===== config.mk =====
export PLATFORM = sky130hd
export DESIGN_NAME = fpu_addsub_seq
export DESIGN_NICKNAME = d
export VERILOG_FILES = /design/src/rtl/fpu_addsub_seq.sv
export SDC_FILE = /design/constraint.sdc
export NUM_CORES = 1
export LEC_CHECK = 0
export ABC_AREA = 0
export CORE_MARGIN = 1.5
export CORE_UTILIZATION = 64
export DETAILED_ROUTE_END_ITERATION = 7
export GPL_TIMING_DRIVEN = 0
export PLACE_DENSITY = 0.86
export SLEW_MARGIN = 20
export SYNTH_ARGS = -nofsm -noshare
export SYNTH_HDL_FRONTEND = slang
export SYNTH_SLANG_ARGS = --single-unit

===== constraint.sdc =====
create_clock -name clk -period 12.1 [get_ports clk]
set_input_delay 3.025 -clock clk [delete_from_list [all_inputs] [get_ports clk]]
set_output_delay 3.025 -clock clk [all_outputs]
set_load 0.01 [all_outputs]

===== src/rtl/fpu_addsub_seq.sv =====
// Iterative binary32 add/subtract; one-bit-per-clock alignment and normalization.
// Define FPU_ROUND_NEAREST_EN for round-to-nearest-even; default build truncates.
module fpu_addsub_seq (
  input  logic        clk,
  input  logic        reset,
  input  logic        start,
  input  logic        op_sub,
  input  logic [31:0] a,
  input  logic [31:0] b,
  output logic        busy,
  output logic        done,
  output logic [31:0] result,
  output logic [2:0]  flags
);

  localparam int unsigned EXP_W = 10;
  localparam int unsigned MAN_W = 27;
  localparam int unsigned SUM_W = 28;
  localparam int unsigned CNT_W = 5;

  localparam logic [2:0] S_IDLE   = 3'd0;
  localparam logic [2:0] S_UNPACK = 3'd1;
  localparam logic [2:0] S_ALIGN  = 3'd2;
  localparam logic [2:0] S_ADD    = 3'd3;
  localparam logic [2:0] S_NORM   = 3'd4;
  localparam logic [2:0] S_ROUND  = 3'd5;
  localparam logic [2:0] S_DONE   = 3'd6;

  logic [2:0]              state_q, state_d;
  logic [31:0]             opa_q, opa_d, opb_q, opb_d;
  logic                    sign_q, sign_d;
  logic                    eff_sub_q, eff_sub_d;
  logic                    zero_q, zero_d;
  logic signed [EXP_W-1:0] exp_q, exp_d;
  logic [MAN_W-1:0]        mx_q, mx_d, my_q, my_d;
  logic [SUM_W-1:0]        sum_q, sum_d;
  logic [CNT_W-1:0]        cnt_q, cnt_d;
  logic                    busy_q, busy_d, done_q, done_d;
  logic [31:0]             result_q, result_d;
  logic [2:0]              flags_q, flags_d;

  // Operand decode, flush-to-zero and magnitude ordering for UNPACK
  logic [7:0]  ea_c, eb_c, ex_c, ey_c, diff_c;
  logic [22:0] fa_c, fb_c, fx_c, fy_c;
  logic        a_nan_c, b_nan_c, a_inf_c, b_inf_c, a_ge_c, sx_c, sy_c;
  logic [CNT_W-1:0] dcl_c;

  assign ea_c    = opa_q[30:23];
  assign eb_c    = opb_q[30:23];
  assign fa_c    = (ea_c == 8'd0) ? 23'd0 : opa_q[22:0];
  assign fb_c    = (eb_c == 8'd0) ? 23'd0 : opb_q[22:0];
  assign a_nan_c = (ea_c == 8'hFF) && (opa_q[22:0] != 23'd0);
  assign b_nan_c = (eb_c == 8'hFF) && (opb_q[22:0] != 23'd0);
  assign a_inf_c = (ea_c == 8'hFF) && (opa_q[22:0] == 23'd0);
  assign b_inf_c = (eb_c == 8'hFF) && (opb_q[22:0] == 23'd0);
  assign a_ge_c  = {ea_c, fa_c} >= {eb_c, fb_c};
  assign ex_c    = a_ge_c ? ea_c : eb_c;
  assign ey_c    = a_ge_c ? eb_c : ea_c;
  assign fx_c    = a_ge_c ? fa_c : fb_c;
  assign fy_c    = a_ge_c ? fb_c : fa_c;
  assign sx_c    = a_ge_c ? opa_q[31] : opb_q[31];
  assign sy_c    = a_ge_c ? opb_q[31] : opa_q[31];
  assign diff_c  = ex_c - ey_c;
  assign dcl_c   = (diff_c > 8'd26) ? 5'd26 : diff_c[4:0];

  // Mantissa add and rounding datapath
  logic [SUM_W-1:0]        sum_c;
  logic                    round_inc_c;
  logic [24:0]             rnd_c;
  logic signed [EXP_W-1:0] exp_fin_c;
  logic [22:0]             man_fin_c;

  assign sum_c = eff_sub_q ? (SUM_W'({1'b0, mx_q}) - SUM_W'({1'b0, my_q}))
                           : (SUM_W'({1'b0, mx_q}) + SUM_W'({1'b0, my_q}));

`ifdef FPU_ROUND_NEAREST_EN
  assign round_inc_c = sum_q[2] & (sum_q[1] | sum_q[0] | sum_q[3]);
`else
  assign round_inc_c = 1'b0;
`endif

  assign rnd_c     = {1'b0, sum_q[26:3]} + 25'(round_inc_c);
  assign exp_fin_c = exp_q + $signed({9'd0, rnd_c[24]});
  assign man_fin_c = rnd_c[24] ? rnd_c[23:1] : rnd_c[22:0];

  always_ff @(posedge clk or posedge reset) begin
    if (reset) begin
      state_q   <= S_IDLE;
      opa_q     <= 32'd0;
      opb_q     <= 32'd0;
      sign_q    <= 1'b0;
      eff_sub_q <= 1'b0;
      zero_q    <= 1'b0;
      exp_q     <= '0;
      mx_q      <= '0;
      my_q      <= '0;
      sum_q     <= '0;
      cnt_q     <= '0;
      busy_q    <= 1'b0;
      done_q    <= 1'b0;
      result_q  <= 32'd0;
      flags_q   <= 3'd0;
    end else begin
      state_q   <= state_d;
      opa_q     <= opa_d;
      opb_q     <= opb_d;
      sign_q    <= sign_d;
      eff_sub_q <= eff_sub_d;
      zero_q    <= zero_d;
      exp_q     <= exp_d;
      mx_q      <= mx_d;
      my_q      <= my_d;
      sum_q     <= sum_d;
      cnt_q     <= cnt_d;
      busy_q    <= busy_d;
      done_q    <= done_d;
      result_q  <= result_d;
      flags_q   <= flags_d;
    end
  end

  always_comb begin
    state_d   = state_q;
    opa_d     = opa_q;
    opb_d     = opb_q;
    sign_d    = sign_q;
    eff_sub_d = eff_sub_q;
    zero_d    = zero_q;
    exp_d     = exp_q;
    mx_d      = mx_q;
    my_d      = my_q;
    sum_d     = sum_q;
    cnt_d     = cnt_q;
    busy_d    = busy_q;
    done_d    = 1'b0;
    result_d  = result_q;
    flags_d   = flags_q;

    case (state_q)
      S_IDLE: begin
        if (start) begin
          opa_d   = a;
          opb_d   = {b[31] ^ op_sub, b[30:0]};
          busy_d  = 1'b1;
          state_d = S_UNPACK;
        end
      end
      S_UNPACK: begin
        if ((ea_c == 8'hFF) || (eb_c == 8'hFF)) begin
          if (a_nan_c || b_nan_c || (a_inf_c && b_inf_c && (opa_q[31] != opb_q[31]))) begin
            result_d = 32'h7FC0_0000;
            flags_d  = 3'b100;
          end else begin
            result_d = {(a_inf_c ? opa_q[31] : opb_q[31]), 8'hFF, 23'd0};
            flags_d  = 3'b000;
          end
          done_d  = 1'b1;
          state_d = S_DONE;
        end else begin
          sign_d    = sx_c;
          eff_sub_d = sx_c ^ sy_c;
          exp_d     = $signed({2'b00, ex_c});
          mx_d      = {(ex_c != 8'd0), fx_c, 3'b000};
          my_d      = {(ey_c != 8'd0), fy_c, 3'b000};
          cnt_d     = dcl_c;
          state_d   = (dcl_c != 5'd0) ? S_ALIGN : S_ADD;
        end
      end
      S_ALIGN: begin
        // Bits falling off the end are kept alive in the sticky bit
        my_d  = {1'b0, my_q[26:2], my_q[1] | my_q[0]};
        cnt_d = cnt_q - 5'd1;
        if (cnt_q == 5'd1) state_d = S_ADD;
      end
      S_ADD: begin
        sum_d  = sum_c;
        zero_d = (sum_c == '0);
        if (sum_c == '0) begin
          sign_d  = 1'b0;
          state_d = S_ROUND;
        end else if (sum_c[27] || !sum_c[26]) begin
          state_d = S_NORM;
        end else begin
          state_d = S_ROUND;
        end
      end
      S_NORM: begin
        if (sum_q[27]) begin
          sum_d   = {1'b0, sum_q[27:2], sum_q[1] | sum_q[0]};
          exp_d   = exp_q + 10'sd1;
          state_d = S_ROUND;
        end else begin
          sum_d = {sum_q[26:0], 1'b0};
          exp_d = exp_q - 10'sd1;
          if (sum_q[25]) state_d = S_ROUND;
        end
      end
      S_ROUND: begin
        if (zero_q) begin
          result_d = 32'd0;
          flags_d  = 3'b000;
        end else if (exp_fin_c >= 10'sd255) begin
          result_d = {sign_q, 8'hFF, 23'd0};
          flags_d  = 3'b010;
        end else if (exp_fin_c <= 10'sd0) begin
          result_d = {sign_q, 31'd0};
          flags_d  = 3'b001;
        end else begin
          result_d = {sign_q, exp_fin_c[7:0], man_fin_c};
          flags_d  = 3'b000;
        end
        done_d  = 1'b1;
        state_d = S_DONE;
      end
      S_DONE: begin
        busy_d  = 1'b0;
        state_d = S_IDLE;
      end
      default: begin
        busy_d  = 1'b0;
        state_d = S_IDLE;
      end
    endcase
  end

  assign busy   = busy_q;
  assign done   = done_q;
  assign result = result_q;
  assign flags  = flags_q;

endmodule


==> impl_metrics.json <==
{
  "synth_edf_count": 0,
  "fmax_ghz": 0.190,
  "multi_input_area_um2": 7670,
  "synth-compound-area-share_pct": 22.9,
  "synth_warnings": 0,
  "portBuffers": 104,
  "worst_hold_slack_ns": 0.475,
  "cts_num_sinks": 201,
  "ant_nets": 0,
  "vias": 12100,
  "ys_types": 78,
  "maxSlewHeadroom_pct": 46.0,
  "die_area_um2": 21700,
  "num_antenna_cells": 0,
  "critPathKind": "flip-flop to flip-flop",
  "met3_wirelength_mm": 2.23,
  "fp.coreArea_um2": 20300,
  "netlist_area_um2": 13300,
  "grt_pass1_vias": 11500,
  "met2_length_mm": 17.4,
  "clkTransAtPathRegs_ns": 0.06,
  "syn_inst": 1470,
  "cp_data_required_time_ns": 12.47,
  "dp.cells": 1846,
  "final_max_slew_viol_count": 0,
  "hold_path.class": "flip-flop to flip-flop",
  "crit_start": "opa_q[23]",
  "grt_usage_pct": 34.5,
  "syn-num-nets": 1631,
  "pin_count": 105,
  "highest_layer": "met4",
  "die_h_um": 147,
  "ys.flop_type": "dfrtp_1",
  "hp-start": "flags[2]",
  "initial_core_util_pct": 65.5,
  "firstDrtPassIters": 7,
  "critPathMaxFanout": 10,
  "ys_async_sr_fraction_pct": 100,
  "min_period_over_period_pct": 43.4,
  "drt_iter0_markers": 996,
  "numCtsBuffers": 22,
  "wl_met1_mm": 15.9,
  "fp.dieW_um": 147,
  "clk_latency_ns": 0.52,
  "cp-end-kind": "flip-flop",
  "wl_per_cell_um": 19.7,
  "cts_tree": "done",
  "nets": 1761,
  "antenna_found_initial": 0,
  "startpoint_type": "flip-flop",
  "drive_above_1_share_pct": 6.70,
  "drc": 0,
  "fin_worst_skew_ns": 0.0144,
  "crit_arrival_ns": 5.62,
  "cts_setup_buffers": 0,
  "outcome": "completed",
  "cap_violations": 0,
  "wl_mm": 37.2,
  "cts_resized": 0,
  "num_rows": 52,
  "clock_tree.buffer_depth": 3,
  "synthSimpleGateAreaFrac_pct": 15.9,
  "hold_buffers": 0,
  "place.gp.congestion": 0.937,
  "synth_mux_area_share_pct": 7.53,
  "seq_area_frac_synth_pct": 37.8,
  "synthXorXnorAreaFrac_pct": 2.50,
  "worstMarginPinSlew_ns": 0.803,
  "r2r_start": "opa_q[23]",
  "gr-total-overflow": 0,
  "grt_max_degree": 73,
  "htree_levels": 1,
  "fin_cells": 1882,
  "synth_top_family_by_area": "compound AO/OA/AOI/OAI gates",
  "nFillCells": 1518,
  "dp_hpwl_mm": 28.8,
  "grt_pass1_wl_mm": 60.0,
  "final-seq-area_um2": 5030,
  "synthAdderAreaFrac_pct": 8.86,
  "setup_tns_ns": 0,
  "hold_viol": 0,
  "fin_crit_ns": 5.25,
  "vias_per_cell": 6.44,
  "root_buffer": "clkbuf_16",
  "synth_seq_cells": 201,
  "syn_avg_cell_area_um2": 9.05,
  "area_growth_pct": 15.7,
  "setup_viol": 0,
  "rsz0062_at_grt": "false"
}
## routing by layer
layer	up-vias	GRT usage, %
met4	0	16.8
met5	-	0
met1	5794	46.9
met2	542	55.4
met3	115	3.48
li1	5668	-
## path summary, 6_finish.rpt
check                                  end  slack [ns]  cells past startpoint
max in group asynchronous       result[28]        8.08                      4
worst min-delay path              flags[2]        0.48                      1
worst max register to register      sign_q        6.85                     15
worst max-delay path                sign_q        6.85                     15
min in group asynchronous        opa_q[13]        2.92                      2
worst min register to register    flags[2]        0.48                      1
## per-stage QoR
stage | worst slack, ns | cell area (um2) | utilization (%)
after floorplan | 3.59 | 13300 | -
after global placement | 1.29 | 14700 | 72.3
after detailed placement | 6.72 | 14700 | 72.6
after CTS | 7.00 | 15400 | 75.9
after global routing | 6.57 | 15400 | 75.9
final | 6.85 | 15400 | 75.9
## critical path, cell delays in order (launching register included)
cell	delay [ns]
dfrtp_1	0.49
nor4_1	0.29
nand2_1	0.22
buf_1	0.26
and2_1	0.24
ha_1	0.31
a21oi_1	0.17
o21ai_0	0.15
a221oi_1	0.61
a2111oi_4	0.21
nor2_2	0.32
buf_4	0.25
clkbuf_1	0.47
buf_1	0.51
mux2i_1	0.47
o22ai_1	0.13
## layout make-up
class / instances / area share [%]
buffer: 83 / 2.11
clock buffer: 34 / 4.14
clock inverter: 2 / 0.106
inverter: 74 / 1.85
multi-input combinational: 1112 / 49.8
sequential: 201 / 32.7
tap: 270 / 2.19
timing repair buffer: 106 / 7.12
## state kept, by name (all words and copies together) (netlist names)
name / cells
busy: 1
done: 1
cnt_q: 5
opa_q: 32
mx_q: 24
flags: 3
my_q: 27
sum_q: 28
sign_q: 1
exp_q: 10
result: 32
eff_sub_q: 1
zero_q: 1
state_q: 3
opb_q: 32
## cell families after synthesis
| family | Yosys count |
|---|---|
| AOI/OAI and AO/OA | 453 |
| xor gates and xnor gates | 38 |
| adders and majority gates | 93 |
| buffers and inverters | 157 |
| DFF | 201 |
| muxes | 93 |
| and+or+nand+nor | 435 |
## cell usage after synthesis (33+ instances only)
| cell type | n | area [um2] |
|---|---|---|
| a21oi_1 | 103 | 515 |
| a31oi_1 | 33 | 206 |
| clkbuf_1 | 73 | 274 |
| dfrtp_1 | 201 | 5030 |
| ha_1 | 91 | 1140 |
| inv_1 | 73 | 274 |
| mux2_2 | 54 | 608 |
| mux2i_1 | 38 | 380 |
| nand2_1 | 126 | 473 |
| nor2_1 | 113 | 424 |
| nor2b_1 | 35 | 219 |
| o21ai_0 | 106 | 531 |
## placed cells by master, fill, tap and decap left out, types with 7 or more instances in the layout
cell / instances
a211o_1: 8
a211oi_1: 18
a21o_1: 11
a21oi_1: 103
a221o_1: 16
a221oi_1: 7
a22o_1: 24
a22oi_1: 32
a31oi_1: 33
and2_1: 28
clkbuf_1: 82
clkbuf_16: 23
clkdlybuf4s50_1: 104
dfrtp_1: 201
ha_1: 91
inv_1: 72
mux2_2: 54
mux2i_1: 38
nand2_1: 126
nand2b_1: 9
nand3_1: 20
nand4_1: 21
nor2_1: 113
nor2b_1: 35
nor3_1: 26
nor4_1: 23
o211ai_1: 12
o21a_1: 9
o21ai_0: 106
o21bai_1: 9
o221ai_1: 10
o31ai_1: 11
xnor2_1: 30
xor2_1: 8
Power is left out: the tool's default activity adds up to more than one toggle a clock period on the data nets, which glitch-free logic cannot reach.
